File: src/rtl/atomrvcore_decode_stage_if.sv
// Fetch, write-back and execute-side signals of the decode stage, grouped as one bundle.
// No logic and no latency of its own; it only carries signals.
// Flow control is valid/ready on both the fetch side and the execute side.
interface atomrvcore_decode_stage_if #(
  parameter int DATAWIDTH = 32
);
  logic                 flush_i;
  logic                 instr_valid_i;
  logic [31:0]          instr_i;
  logic [DATAWIDTH-1:0] pc_i;
  logic                 instr_ready_o;
  logic                 wb_en_i;
  logic [4:0]           wb_rd_i;
  logic [DATAWIDTH-1:0] wb_data_i;
  logic                 dec_valid_o;
  logic                 ex_ready_i;
  logic [DATAWIDTH-1:0] pc_o;
  logic [DATAWIDTH-1:0] rs1_data_o;
  logic [DATAWIDTH-1:0] rs2_data_o;
  logic [DATAWIDTH-1:0] imm_o;
  logic [4:0]           rd_o;
  logic                 rd_we_o;
  logic [5:0]           alu_op_o;
  logic                 op_b_imm_o;
  logic                 mem_rd_o;
  logic                 mem_wr_o;
  logic [2:0]           mem_size_o;
  logic                 branch_o;
  logic                 jal_o;
  logic                 jalr_o;
  logic                 lui_o;
  logic                 auipc_o;
  logic                 illegal_o;

  // Fetch / write-back / execute side of the stage.
  modport master (
    output flush_i, instr_valid_i, instr_i, pc_i, wb_en_i, wb_rd_i, wb_data_i, ex_ready_i,
    input  instr_ready_o, dec_valid_o, pc_o, rs1_data_o, rs2_data_o, imm_o, rd_o, rd_we_o,
           alu_op_o, op_b_imm_o, mem_rd_o, mem_wr_o, mem_size_o, branch_o, jal_o, jalr_o,
           lui_o, auipc_o, illegal_o
  );

  // The decode stage itself.
  modport slave (
    input  flush_i, instr_valid_i, instr_i, pc_i, wb_en_i, wb_rd_i, wb_data_i, ex_ready_i,
    output instr_ready_o, dec_valid_o, pc_o, rs1_data_o, rs2_data_o, imm_o, rd_o, rd_we_o,
           alu_op_o, op_b_imm_o, mem_rd_o, mem_wr_o, mem_size_o, branch_o, jal_o, jalr_o,
           lui_o, auipc_o, illegal_o
  );
endinterface

File: src/rtl/atomrvcore_decode_stage.sv
// RV32I/RV32E decode stage: register file with write-back bypass, decoder and one output register.
// Latency: one cycle from accept to dec_valid_o.
// Backpressure: instr_ready_o drops when the output register is full and ex_ready_i is low, on load-use hazard, or on flush.
module atomrvcore_decode_stage #(
  parameter int DATAWIDTH      = 32,
  parameter int NUM_REGS       = 32,
  parameter bit WB_BYPASS      = 1'b1,
  parameter bit LOAD_USE_STALL = 1'b1
) (
  input logic                    clk_i,
  input logic                    rst_ni,
  atomrvcore_decode_stage_if.slave bus
);
  localparam int AW = $clog2(NUM_REGS);
  localparam logic [6:0] OP_R = 7'h33, OP_I = 7'h13, OP_LD = 7'h03, OP_ST = 7'h23, OP_BR = 7'h63,
                         OP_JALR = 7'h67, OP_JAL = 7'h6F, OP_LUI = 7'h37, OP_AUIPC = 7'h17;
  localparam logic [5:0] A_ADD = 6'd1, A_SLL = 6'd2, A_SLT = 6'd3, A_SLTU = 6'd4, A_XOR = 6'd5,
                         A_SRL = 6'd6, A_SRA = 6'd7, A_OR = 6'd8, A_AND = 6'd9, A_SUB = 6'd10,
                         A_BEQ = 6'd11, A_BNE = 6'd12, A_BLT = 6'd13, A_BGE = 6'd14,
                         A_BLTU = 6'd15, A_BGEU = 6'd16, A_JAL = 6'd17;

  typedef enum logic {EMPTY, FULL} state_e;
  state_e state_q, state_d;

  logic [DATAWIDTH-1:0] rf [NUM_REGS];
  logic [31:0] instr;
  logic [6:0]  opcode, f7;
  logic [2:0]  f3;
  logic [4:0]  rs1_a, rs2_a, rd_a;
  logic        wb_wr, accept, transfer, hazard;
  logic [DATAWIDTH-1:0] rs1_rd, rs2_rd;

  // decoded fields of instr_i
  logic signed [31:0] d_imm;
  logic [5:0] d_alu;
  logic [2:0] d_msz;
  logic d_ill, d_opb, d_mrd, d_mwr, d_br, d_jal, d_jalr, d_lui, d_auipc;
  logic has_rd, use_rs1, use_rs2, d_rd_we;

  // output register and its source addresses (kept for refresh)
  logic [DATAWIDTH-1:0] pc_q, rs1_q, rs2_q, imm_q;
  logic [4:0] rd_q, rs1_a_q, rs2_a_q, lu_rd_q;
  logic [5:0] alu_q;
  logic [2:0] msz_q;
  logic rd_we_q, opb_q, mrd_q, mwr_q, br_q, jal_q, jalr_q, lui_q, auipc_q, ill_q, lu_vld_q;

  assign instr  = bus.instr_i;
  assign opcode = instr[6:0];
  assign f3     = instr[14:12];
  assign f7     = instr[31:25];
  assign rs1_a  = instr[19:15];
  assign rs2_a  = instr[24:20];
  assign rd_a   = instr[11:7];

  assign wb_wr    = bus.wb_en_i && (bus.wb_rd_i != 5'd0) && (32'(bus.wb_rd_i) < NUM_REGS);
  assign transfer = (state_q == FULL) && bus.ex_ready_i;
  assign hazard   = LOAD_USE_STALL && lu_vld_q &&
                    ((use_rs1 && rs1_a == lu_rd_q) || (use_rs2 && rs2_a == lu_rd_q));
  assign bus.instr_ready_o = rst_ni && ((state_q == EMPTY) || bus.ex_ready_i) && !hazard && !bus.flush_i;
  assign accept   = bus.instr_valid_i && bus.instr_ready_o;

  // Register file; x0 is never written so entry 0 stays zero after reset.
  always_ff @(posedge clk_i or negedge rst_ni) begin
    if (!rst_ni) begin
      for (int i = 0; i < NUM_REGS; i++) rf[i] <= '0;
    end else if (wb_wr) begin
      rf[bus.wb_rd_i[AW-1:0]] <= bus.wb_data_i;
    end
  end

  // Operand read with optional same-cycle write-back forwarding.
  always_comb begin
    rs1_rd = '0;
    rs2_rd = '0;
    if (rs1_a != 5'd0) begin
      if (WB_BYPASS && wb_wr && bus.wb_rd_i == rs1_a) rs1_rd = bus.wb_data_i;
      else if (32'(rs1_a) < NUM_REGS)                rs1_rd = rf[rs1_a[AW-1:0]];
    end
    if (rs2_a != 5'd0) begin
      if (WB_BYPASS && wb_wr && bus.wb_rd_i == rs2_a) rs2_rd = bus.wb_data_i;
      else if (32'(rs2_a) < NUM_REGS)                rs2_rd = rf[rs2_a[AW-1:0]];
    end
  end

  function automatic logic [5:0] alu_of(input logic [2:0] fn3, input logic alt);
    case (fn3)
      3'd0:    alu_of = alt ? A_SUB : A_ADD;
      3'd1:    alu_of = A_SLL;
      3'd2:    alu_of = A_SLT;
      3'd3:    alu_of = A_SLTU;
      3'd4:    alu_of = A_XOR;
      3'd5:    alu_of = alt ? A_SRA : A_SRL;
      3'd6:    alu_of = A_OR;
      default: alu_of = A_AND;
    endcase
  endfunction

  // Instruction decode; illegal encodings suppress every side-effecting flag.
  always_comb begin
    d_ill = 1'b0; d_alu = '0; d_imm = '0; d_opb = 1'b0; d_mrd = 1'b0; d_mwr = 1'b0; d_msz = '0;
    d_br = 1'b0; d_jal = 1'b0; d_jalr = 1'b0; d_lui = 1'b0; d_auipc = 1'b0;
    has_rd = 1'b0; use_rs1 = 1'b0; use_rs2 = 1'b0;
    case (opcode)
      OP_R: begin
        has_rd = 1'b1; use_rs1 = 1'b1; use_rs2 = 1'b1;
        d_alu = alu_of(f3, f7[5]);
        if (f7 != 7'h00 && f7 != 7'h20) d_ill = 1'b1;
        if (f7 == 7'h20 && f3 != 3'd0 && f3 != 3'd5) d_ill = 1'b1;
      end
      OP_I: begin
        has_rd = 1'b1; use_rs1 = 1'b1; d_opb = 1'b1;
        d_imm = {{20{instr[31]}}, instr[31:20]};
        d_alu = (f3 == 3'd0) ? A_ADD : alu_of(f3, f7[5]);
        if (f3 == 3'd1 && f7 != 7'h00) d_ill = 1'b1;
        if (f3 == 3'd5 && f7 != 7'h00 && f7 != 7'h20) d_ill = 1'b1;
      end
      OP_LD: begin
        has_rd = 1'b1; use_rs1 = 1'b1; d_opb = 1'b1; d_mrd = 1'b1; d_msz = f3; d_alu = A_ADD;
        d_imm = {{20{instr[31]}}, instr[31:20]};
      end
      OP_ST: begin
        use_rs1 = 1'b1; use_rs2 = 1'b1; d_opb = 1'b1; d_mwr = 1'b1; d_msz = f3; d_alu = A_ADD;
        d_imm = {{20{instr[31]}}, instr[31:25], instr[11:7]};
      end
      OP_BR: begin
        use_rs1 = 1'b1; use_rs2 = 1'b1; d_br = 1'b1;
        d_imm = {{19{instr[31]}}, instr[31], instr[7], instr[30:25], instr[11:8], 1'b0};
        case (f3)
          3'd0: d_alu = A_BEQ;
          3'd1: d_alu = A_BNE;
          3'd4: d_alu = A_BLT;
          3'd5: d_alu = A_BGE;
          3'd6: d_alu = A_BLTU;
          3'd7: d_alu = A_BGEU;
          default: d_ill = 1'b1;
        endcase
      end
      OP_JALR: begin
        has_rd = 1'b1; use_rs1 = 1'b1; d_opb = 1'b1; d_jalr = 1'b1; d_alu = A_ADD;
        d_imm = {{20{instr[31]}}, instr[31:20]};
      end
      OP_JAL: begin
        has_rd = 1'b1; d_jal = 1'b1; d_alu = A_JAL;
        d_imm = {{11{instr[31]}}, instr[31], instr[19:12], instr[20], instr[30:21], 1'b0};
      end
      OP_LUI: begin
        has_rd = 1'b1; d_opb = 1'b1; d_lui = 1'b1; d_alu = A_ADD;
        d_imm = {instr[31:12], 12'b0};
      end
      OP_AUIPC: begin
        has_rd = 1'b1; d_opb = 1'b1; d_auipc = 1'b1; d_alu = A_ADD;
        d_imm = {instr[31:12], 12'b0};
      end
      default: d_ill = 1'b1;
    endcase
    if (NUM_REGS < 32 && ((use_rs1 && rs1_a[4]) || (use_rs2 && rs2_a[4]) || (has_rd && rd_a[4])))
      d_ill = 1'b1;
    if (d_ill) begin
      d_alu = '0; d_mrd = 1'b0; d_mwr = 1'b0; d_br = 1'b0; d_jal = 1'b0; d_jalr = 1'b0;
    end
  end

  assign d_rd_we = has_rd && (rd_a != 5'd0) && !d_ill;

  // Output-register state register.
  always_ff @(posedge clk_i or negedge rst_ni) begin
    if (!rst_ni) state_q <= EMPTY;
    else         state_q <= state_d;
  end

  // Next state; flush wins over accept and transfer.
  always_comb begin
    state_d = state_q;
    if (bus.flush_i) state_d = EMPTY;
    else if (state_q == EMPTY) begin
      if (accept) state_d = FULL;
    end else if (transfer && !accept) state_d = EMPTY;
  end

  // Load-use window: armed for exactly one cycle after a load leaves the stage.
  always_ff @(posedge clk_i or negedge rst_ni) begin
    if (!rst_ni) begin
      lu_vld_q <= 1'b0;
      lu_rd_q  <= '0;
    end else begin
      lu_vld_q <= !bus.flush_i && transfer && mrd_q && (rd_q != 5'd0);
      lu_rd_q  <= rd_q;
    end
  end

  // Capture decoded instruction on accept; otherwise keep held operands current with write-backs.
  always_ff @(posedge clk_i or negedge rst_ni) begin
    if (!rst_ni) begin
      pc_q <= '0; rs1_q <= '0; rs2_q <= '0; imm_q <= '0; rd_q <= '0; rs1_a_q <= '0; rs2_a_q <= '0;
      alu_q <= '0; msz_q <= '0; rd_we_q <= 1'b0; opb_q <= 1'b0; mrd_q <= 1'b0; mwr_q <= 1'b0;
      br_q <= 1'b0; jal_q <= 1'b0; jalr_q <= 1'b0; lui_q <= 1'b0; auipc_q <= 1'b0; ill_q <= 1'b0;
    end else if (accept) begin
      pc_q <= bus.pc_i; rs1_q <= rs1_rd; rs2_q <= rs2_rd; imm_q <= DATAWIDTH'(d_imm);
      rd_q <= rd_a; rs1_a_q <= rs1_a; rs2_a_q <= rs2_a; alu_q <= d_alu; msz_q <= d_msz;
      rd_we_q <= d_rd_we; opb_q <= d_opb; mrd_q <= d_mrd; mwr_q <= d_mwr; br_q <= d_br;
      jal_q <= d_jal; jalr_q <= d_jalr; lui_q <= d_lui; auipc_q <= d_auipc; ill_q <= d_ill;
    end else if (state_q == FULL && !transfer && wb_wr) begin
      if (bus.wb_rd_i == rs1_a_q) rs1_q <= bus.wb_data_i;
      if (bus.wb_rd_i == rs2_a_q) rs2_q <= bus.wb_data_i;
    end
  end

  assign bus.dec_valid_o = (state_q == FULL);
  assign bus.pc_o        = pc_q;
  assign bus.rs1_data_o  = rs1_q;
  assign bus.rs2_data_o  = rs2_q;
  assign bus.imm_o       = imm_q;
  assign bus.rd_o        = rd_q;
  assign bus.rd_we_o     = rd_we_q;
  assign bus.alu_op_o    = alu_q;
  assign bus.op_b_imm_o  = opb_q;
  assign bus.mem_rd_o    = mrd_q;
  assign bus.mem_wr_o    = mwr_q;
  assign bus.mem_size_o  = msz_q;
  assign bus.branch_o    = br_q;
  assign bus.jal_o       = jal_q;
  assign bus.jalr_o      = jalr_q;
  assign bus.lui_o       = lui_q;
  assign bus.auipc_o     = auipc_q;
  assign bus.illegal_o   = ill_q;
endmodule

File: src/flat_wrapper.sv
// flat-port wrapper written by rule: the top's interface ports become plain ports
module atomrvcore_decode_stage_flat 
#(
  parameter int DATAWIDTH      = 32,
  parameter int NUM_REGS       = 32,
  parameter bit WB_BYPASS      = 1'b1,
  parameter bit LOAD_USE_STALL = 1'b1
)
  (clk_i, rst_ni, bus_flush_i, bus_instr_valid_i, bus_instr_i, bus_pc_i, bus_wb_en_i, bus_wb_rd_i, bus_wb_data_i, bus_ex_ready_i, bus_instr_ready_o, bus_dec_valid_o, bus_pc_o, bus_rs1_data_o, bus_rs2_data_o, bus_imm_o, bus_rd_o, bus_rd_we_o, bus_alu_op_o, bus_op_b_imm_o, bus_mem_rd_o, bus_mem_wr_o, bus_mem_size_o, bus_branch_o, bus_jal_o, bus_jalr_o, bus_lui_o, bus_auipc_o, bus_illegal_o);
  atomrvcore_decode_stage_if #(.DATAWIDTH(DATAWIDTH)) bus_i ();
  input logic clk_i;
  input logic rst_ni;
  input wire logic [$bits(bus_i.flush_i)-1:0] bus_flush_i;
  input wire logic [$bits(bus_i.instr_valid_i)-1:0] bus_instr_valid_i;
  input wire logic [$bits(bus_i.instr_i)-1:0] bus_instr_i;
  input wire logic [$bits(bus_i.pc_i)-1:0] bus_pc_i;
  input wire logic [$bits(bus_i.wb_en_i)-1:0] bus_wb_en_i;
  input wire logic [$bits(bus_i.wb_rd_i)-1:0] bus_wb_rd_i;
  input wire logic [$bits(bus_i.wb_data_i)-1:0] bus_wb_data_i;
  input wire logic [$bits(bus_i.ex_ready_i)-1:0] bus_ex_ready_i;
  output wire logic [$bits(bus_i.instr_ready_o)-1:0] bus_instr_ready_o;
  output wire logic [$bits(bus_i.dec_valid_o)-1:0] bus_dec_valid_o;
  output wire logic [$bits(bus_i.pc_o)-1:0] bus_pc_o;
  output wire logic [$bits(bus_i.rs1_data_o)-1:0] bus_rs1_data_o;
  output wire logic [$bits(bus_i.rs2_data_o)-1:0] bus_rs2_data_o;
  output wire logic [$bits(bus_i.imm_o)-1:0] bus_imm_o;
  output wire logic [$bits(bus_i.rd_o)-1:0] bus_rd_o;
  output wire logic [$bits(bus_i.rd_we_o)-1:0] bus_rd_we_o;
  output wire logic [$bits(bus_i.alu_op_o)-1:0] bus_alu_op_o;
  output wire logic [$bits(bus_i.op_b_imm_o)-1:0] bus_op_b_imm_o;
  output wire logic [$bits(bus_i.mem_rd_o)-1:0] bus_mem_rd_o;
  output wire logic [$bits(bus_i.mem_wr_o)-1:0] bus_mem_wr_o;
  output wire logic [$bits(bus_i.mem_size_o)-1:0] bus_mem_size_o;
  output wire logic [$bits(bus_i.branch_o)-1:0] bus_branch_o;
  output wire logic [$bits(bus_i.jal_o)-1:0] bus_jal_o;
  output wire logic [$bits(bus_i.jalr_o)-1:0] bus_jalr_o;
  output wire logic [$bits(bus_i.lui_o)-1:0] bus_lui_o;
  output wire logic [$bits(bus_i.auipc_o)-1:0] bus_auipc_o;
  output wire logic [$bits(bus_i.illegal_o)-1:0] bus_illegal_o;
  assign bus_i.flush_i = bus_flush_i;
  assign bus_i.instr_valid_i = bus_instr_valid_i;
  assign bus_i.instr_i = bus_instr_i;
  assign bus_i.pc_i = bus_pc_i;
  assign bus_i.wb_en_i = bus_wb_en_i;
  assign bus_i.wb_rd_i = bus_wb_rd_i;
  assign bus_i.wb_data_i = bus_wb_data_i;
  assign bus_i.ex_ready_i = bus_ex_ready_i;
  assign bus_instr_ready_o = bus_i.instr_ready_o;
  assign bus_dec_valid_o = bus_i.dec_valid_o;
  assign bus_pc_o = bus_i.pc_o;
  assign bus_rs1_data_o = bus_i.rs1_data_o;
  assign bus_rs2_data_o = bus_i.rs2_data_o;
  assign bus_imm_o = bus_i.imm_o;
  assign bus_rd_o = bus_i.rd_o;
  assign bus_rd_we_o = bus_i.rd_we_o;
  assign bus_alu_op_o = bus_i.alu_op_o;
  assign bus_op_b_imm_o = bus_i.op_b_imm_o;
  assign bus_mem_rd_o = bus_i.mem_rd_o;
  assign bus_mem_wr_o = bus_i.mem_wr_o;
  assign bus_mem_size_o = bus_i.mem_size_o;
  assign bus_branch_o = bus_i.branch_o;
  assign bus_jal_o = bus_i.jal_o;
  assign bus_jalr_o = bus_i.jalr_o;
  assign bus_lui_o = bus_i.lui_o;
  assign bus_auipc_o = bus_i.auipc_o;
  assign bus_illegal_o = bus_i.illegal_o;
  atomrvcore_decode_stage #(.DATAWIDTH(DATAWIDTH), .NUM_REGS(NUM_REGS), .WB_BYPASS(WB_BYPASS), .LOAD_USE_STALL(LOAD_USE_STALL)) u_core (.clk_i(clk_i), .rst_ni(rst_ni), .bus(bus_i));
endmodule
File: config.mk
export PLATFORM = sky130hd
export DESIGN_NAME = atomrvcore_decode_stage_flat
export DESIGN_NICKNAME = d
export VERILOG_FILES = /design/src/rtl/atomrvcore_decode_stage_if.sv /design/src/rtl/atomrvcore_decode_stage.sv /design/src/flat_wrapper.sv
export SDC_FILE = /design/constraint.sdc
export NUM_CORES = 2
export LEC_CHECK = 0
export CAP_MARGIN = 20
export CORE_AREA = 4 4 340 342
export CTS_CLUSTER_SIZE = 28
export DETAILED_ROUTE_END_ITERATION = 16
export DIE_AREA = 0 0 344 346
export DONT_BUFFER_PORTS = 1
export PLACE_DENSITY = 0.72
export SETUP_SLACK_MARGIN = 0.5
export SLEW_MARGIN = 20
export SYNTH_ARGS = -nofsm -noshare
export SYNTH_HDL_FRONTEND = slang
export SYNTH_SLANG_ARGS = --single-unit
File: constraint.sdc
create_clock -name clk_i -period 2.33 [get_ports clk_i]
set_input_delay 0.5825 -clock clk_i [delete_from_list [all_inputs] [get_ports clk_i]]
set_output_delay 0.5825 -clock clk_i [all_outputs]
set_load 0.05 [all_outputs]
==> summary.txt <==
CP Cell Sequence: xnor2_1, nand2_1, buf_4, nor2_1, nand3_1, nand2_2, a21oi_4
Critical Path RT: 1.75 ns
Synth Area per Inst: 14.0 um^2
total wire length: 203,000 um
Worst Path Arrival: 3.12 ns
WHS: -0.475 ns
TritonCTS clock tree: built
max-slew violations: 317
initial antenna violation count: 9
Final Hold Vio Count: 188
first-pass GRT wire length: 287,000 um
vias in the first global route: 42,400
worst slack at placement: -0.314 ns
Tmin final: 3.70 ns
top post-synthesis cells by count: dfrtp_1, mux2_2, mux2i_1
layout filler cell count: 7,930
CP startpoint: bus_instr_i[15]
DRT iter0 DRCs: 4,701
GPL Wtd Cong: 0.823
ys flop type: dfrtp_1
R2R cell count: 12
outcome: finished, violations left
Clock Sinks: 1,192
critical path class: primary input to output port
adder-cell share of the synthesized area: 0%
Period Utilization, post-route: 159%
CP Buf/Inv Count: 1
Nets: 4,518
# IOs: 261
FF+latch area: 30,100 um^2
final setup margin: -1.37 ns
Worst VDD drop: 0.000804 V
Post-Syn Area: 61,600 um^2
reg2reg end: u_core.bus.rs1_data_o[31]
reg-to-reg slack, setup: -0.17 ns
Core ar.: 112,000 um^2
Final setup viols: 163
combinational family with the most area after synthesis: multiplexers
routed len/inst: 33.7 um
Synth Area in Compound Gates: 7.19%
PD cells: 850 nW/um^2
most numerous cell in the Yosys netlist: dfrtp_1
failing checks: negative hold slack, max-slew violations, negative setup slack
yosys warns: 0
mux contribution to synthesized area: 38.2%
clk buf depth: 3
H-Tree Depth: 4
worst r2r src: u_core.lu_rd_q[0]
area growth from synthesis to layout: 17.2%
Total Routing Usage GR: 32.4%
Post-synth ARST share: 100%
I/O Buffers: 0
leakage: 31.3 nW
Seq/Total Area, Yosys: 48.4%
Horiz. Die Dim: 344 um
initial core utilization: 54.9%
Post-synth EDFFs: 0
chip height: 346 um
skew final: 0.0276 ns
max-cap viol count: 0
Post-DRT Antenna Nets: 0
slowest stage cell, crit path: xnor2_1
Max-slew headroom: -63.9%
area of the multi-input gates: 30,900 um^2
clock latency on the worst-skew pair: 0.76 ns
Detail Placement HPWL: 106,000 um
clk slew on worst S/H paths: 0.06 ns
max incr delay on CP: 0.70 ns
post-synthesis simple-gate area fraction: 2.37%
Crit. End Element: output port
Synth area leaders: dfrtp_1, mux2_2, mux4_2, mux2i_1, a22oi_1
FF+latch count, synth: 1,192
via count: 42,500
row cnt: 123
Synth area leader: dfrtp_1
Vias/cell: 7.06
Residual DRC: 0
Mapped Cells: 4,411
total design power: 0.0614 W
Post-CTS Hold Buffers: 88
Setup TNS: -115.29 ns
Distinct cells, synth: 66
Detailed Routing Iterations Pass 1: 7
CTS Buf Count: 132
Post-Synth XOR/XNOR Area: 0.426%
Hold Crit Class: primary input to async pin
RSZ-0062 raised after global routing: yes
Critical Path Fanout Max: 385
die area: 119,000 um^2
syn nets: 4,518
worst-margin pin slew: 2.46 ns
FMAX: 270 MHz
top-area cell type share of the netlist area: 48.4%
ratio of cells with drive above 1 in the final layout: 49.5%
crit path launch type: primary input
Root Buffer: clkbuf_16
Crit path max-delay family: XOR/XNOR gates
global route total overflow: 0
largest net degree at the start of global routing: 1,195
[stage by stage]
stage	cell area, um^2	std cells	utilization [%]
6_report	72300	6027	64.3
5_1_grt	72200	6022	64.3
4_1_cts	70500	5961	62.8
3_5_place_dp	64300	5609	57.2
3_3_place_gp	64300	5609	57.2
2_1_floorplan	62300	4411	-
[cell families (layout without fill, tap and decap cells)]
kind of cell / count (synthesis) / in the layout
mux: 1808 / 1808
other cells: 1 / 9
simple gates: 294 / 294
compound gates: 593 / 593
flops: 1192 / 1192
buf+inv: 493 / 601
xor+xnor: 30 / 30
[where the power goes]
group          internal [W]  total [W]  switching (W)
logic               0.00684     0.0110        0.00417
clock network        0.0122     0.0211        0.00883
registers            0.0247     0.0293        0.00467
[routing by layer]
layer | global-route usage [%] | routed length (um) | vias to the layer above
li1 | - | - | 17000
met5 | 0 | 13 | -
met4 | 13.6 | 10200 | 2
met1 | 44.0 | 77700 | 22500
met3 | 7.06 | 19100 | 633
met2 | 51.1 | 95800 | 2400
[placed cells by master, fill, tap and decap left out, types with 58 or more instances in the layout]
cell type | netlist | final
a21oi_1 | 65 | 62
a221o_1 | 64 | 64
a22oi_1 | 161 | 161
buf_12 | 0 | 90
buf_4 | 12 | 99
clkbuf_16 | 0 | 166
dfrtp_1 | 1192 | 1041
dfrtp_2 | 0 | 127
dlygate4sd3_1 | 0 | 76
mux2_2 | 1102 | 1051
mux2i_1 | 378 | 378
mux4_2 | 324 | 324
nand2_1 | 115 | 58
[repair_timing]
action	CTS	global route
pin swaps	15	53
cloned	6	31
buffers inserted	16	15
hold endpoints to repair	2272	188
gates resized for setup	228	215
setup endpoints to repair	312	987
[cell type report]
class / instances / area share, %
Multi-Input combinational cell: 2726 / 42.8
Sequential cell: 1192 / 41.6
Timing Repair Buffer: 355 / 6.90
Clock buffer: 212 / 5.63
Tap cell: 1500 / 2.60
Clock inverter: 30 / 0.386
Antenna cell: 8 / 0.0277
Inverter: 4 / 0.0208
[worst max-delay path by stage]
stage,to,cells past startpoint
finish,bus_instr_ready_o,7
global route,bus_instr_ready_o,7
CTS,bus_instr_ready_o,7
detailed placement,u_core.bus.illegal_o,6
global placement,u_core.bus.rs2_data_o[9],8
floorplan,u_core.bus.rs2_data_o[10],8
[state kept, by name (all words and copies together), names as in the netlist, 5 cells and up]
register,cells
u_core.bus.pc_o,32
u_core.bus.imm_o,32
u_core.rs2_a_q,5
u_core.lu_rd_q,5
u_core.bus.alu_op_o,5
u_core.bus.rs1_data_o,32
u_core.rf,1024
u_core.bus.rs2_data_o,32
u_core.bus.rd_o,5
u_core.rs1_a_q,5
Note: power is estimated with default switching activity, not from simulation.
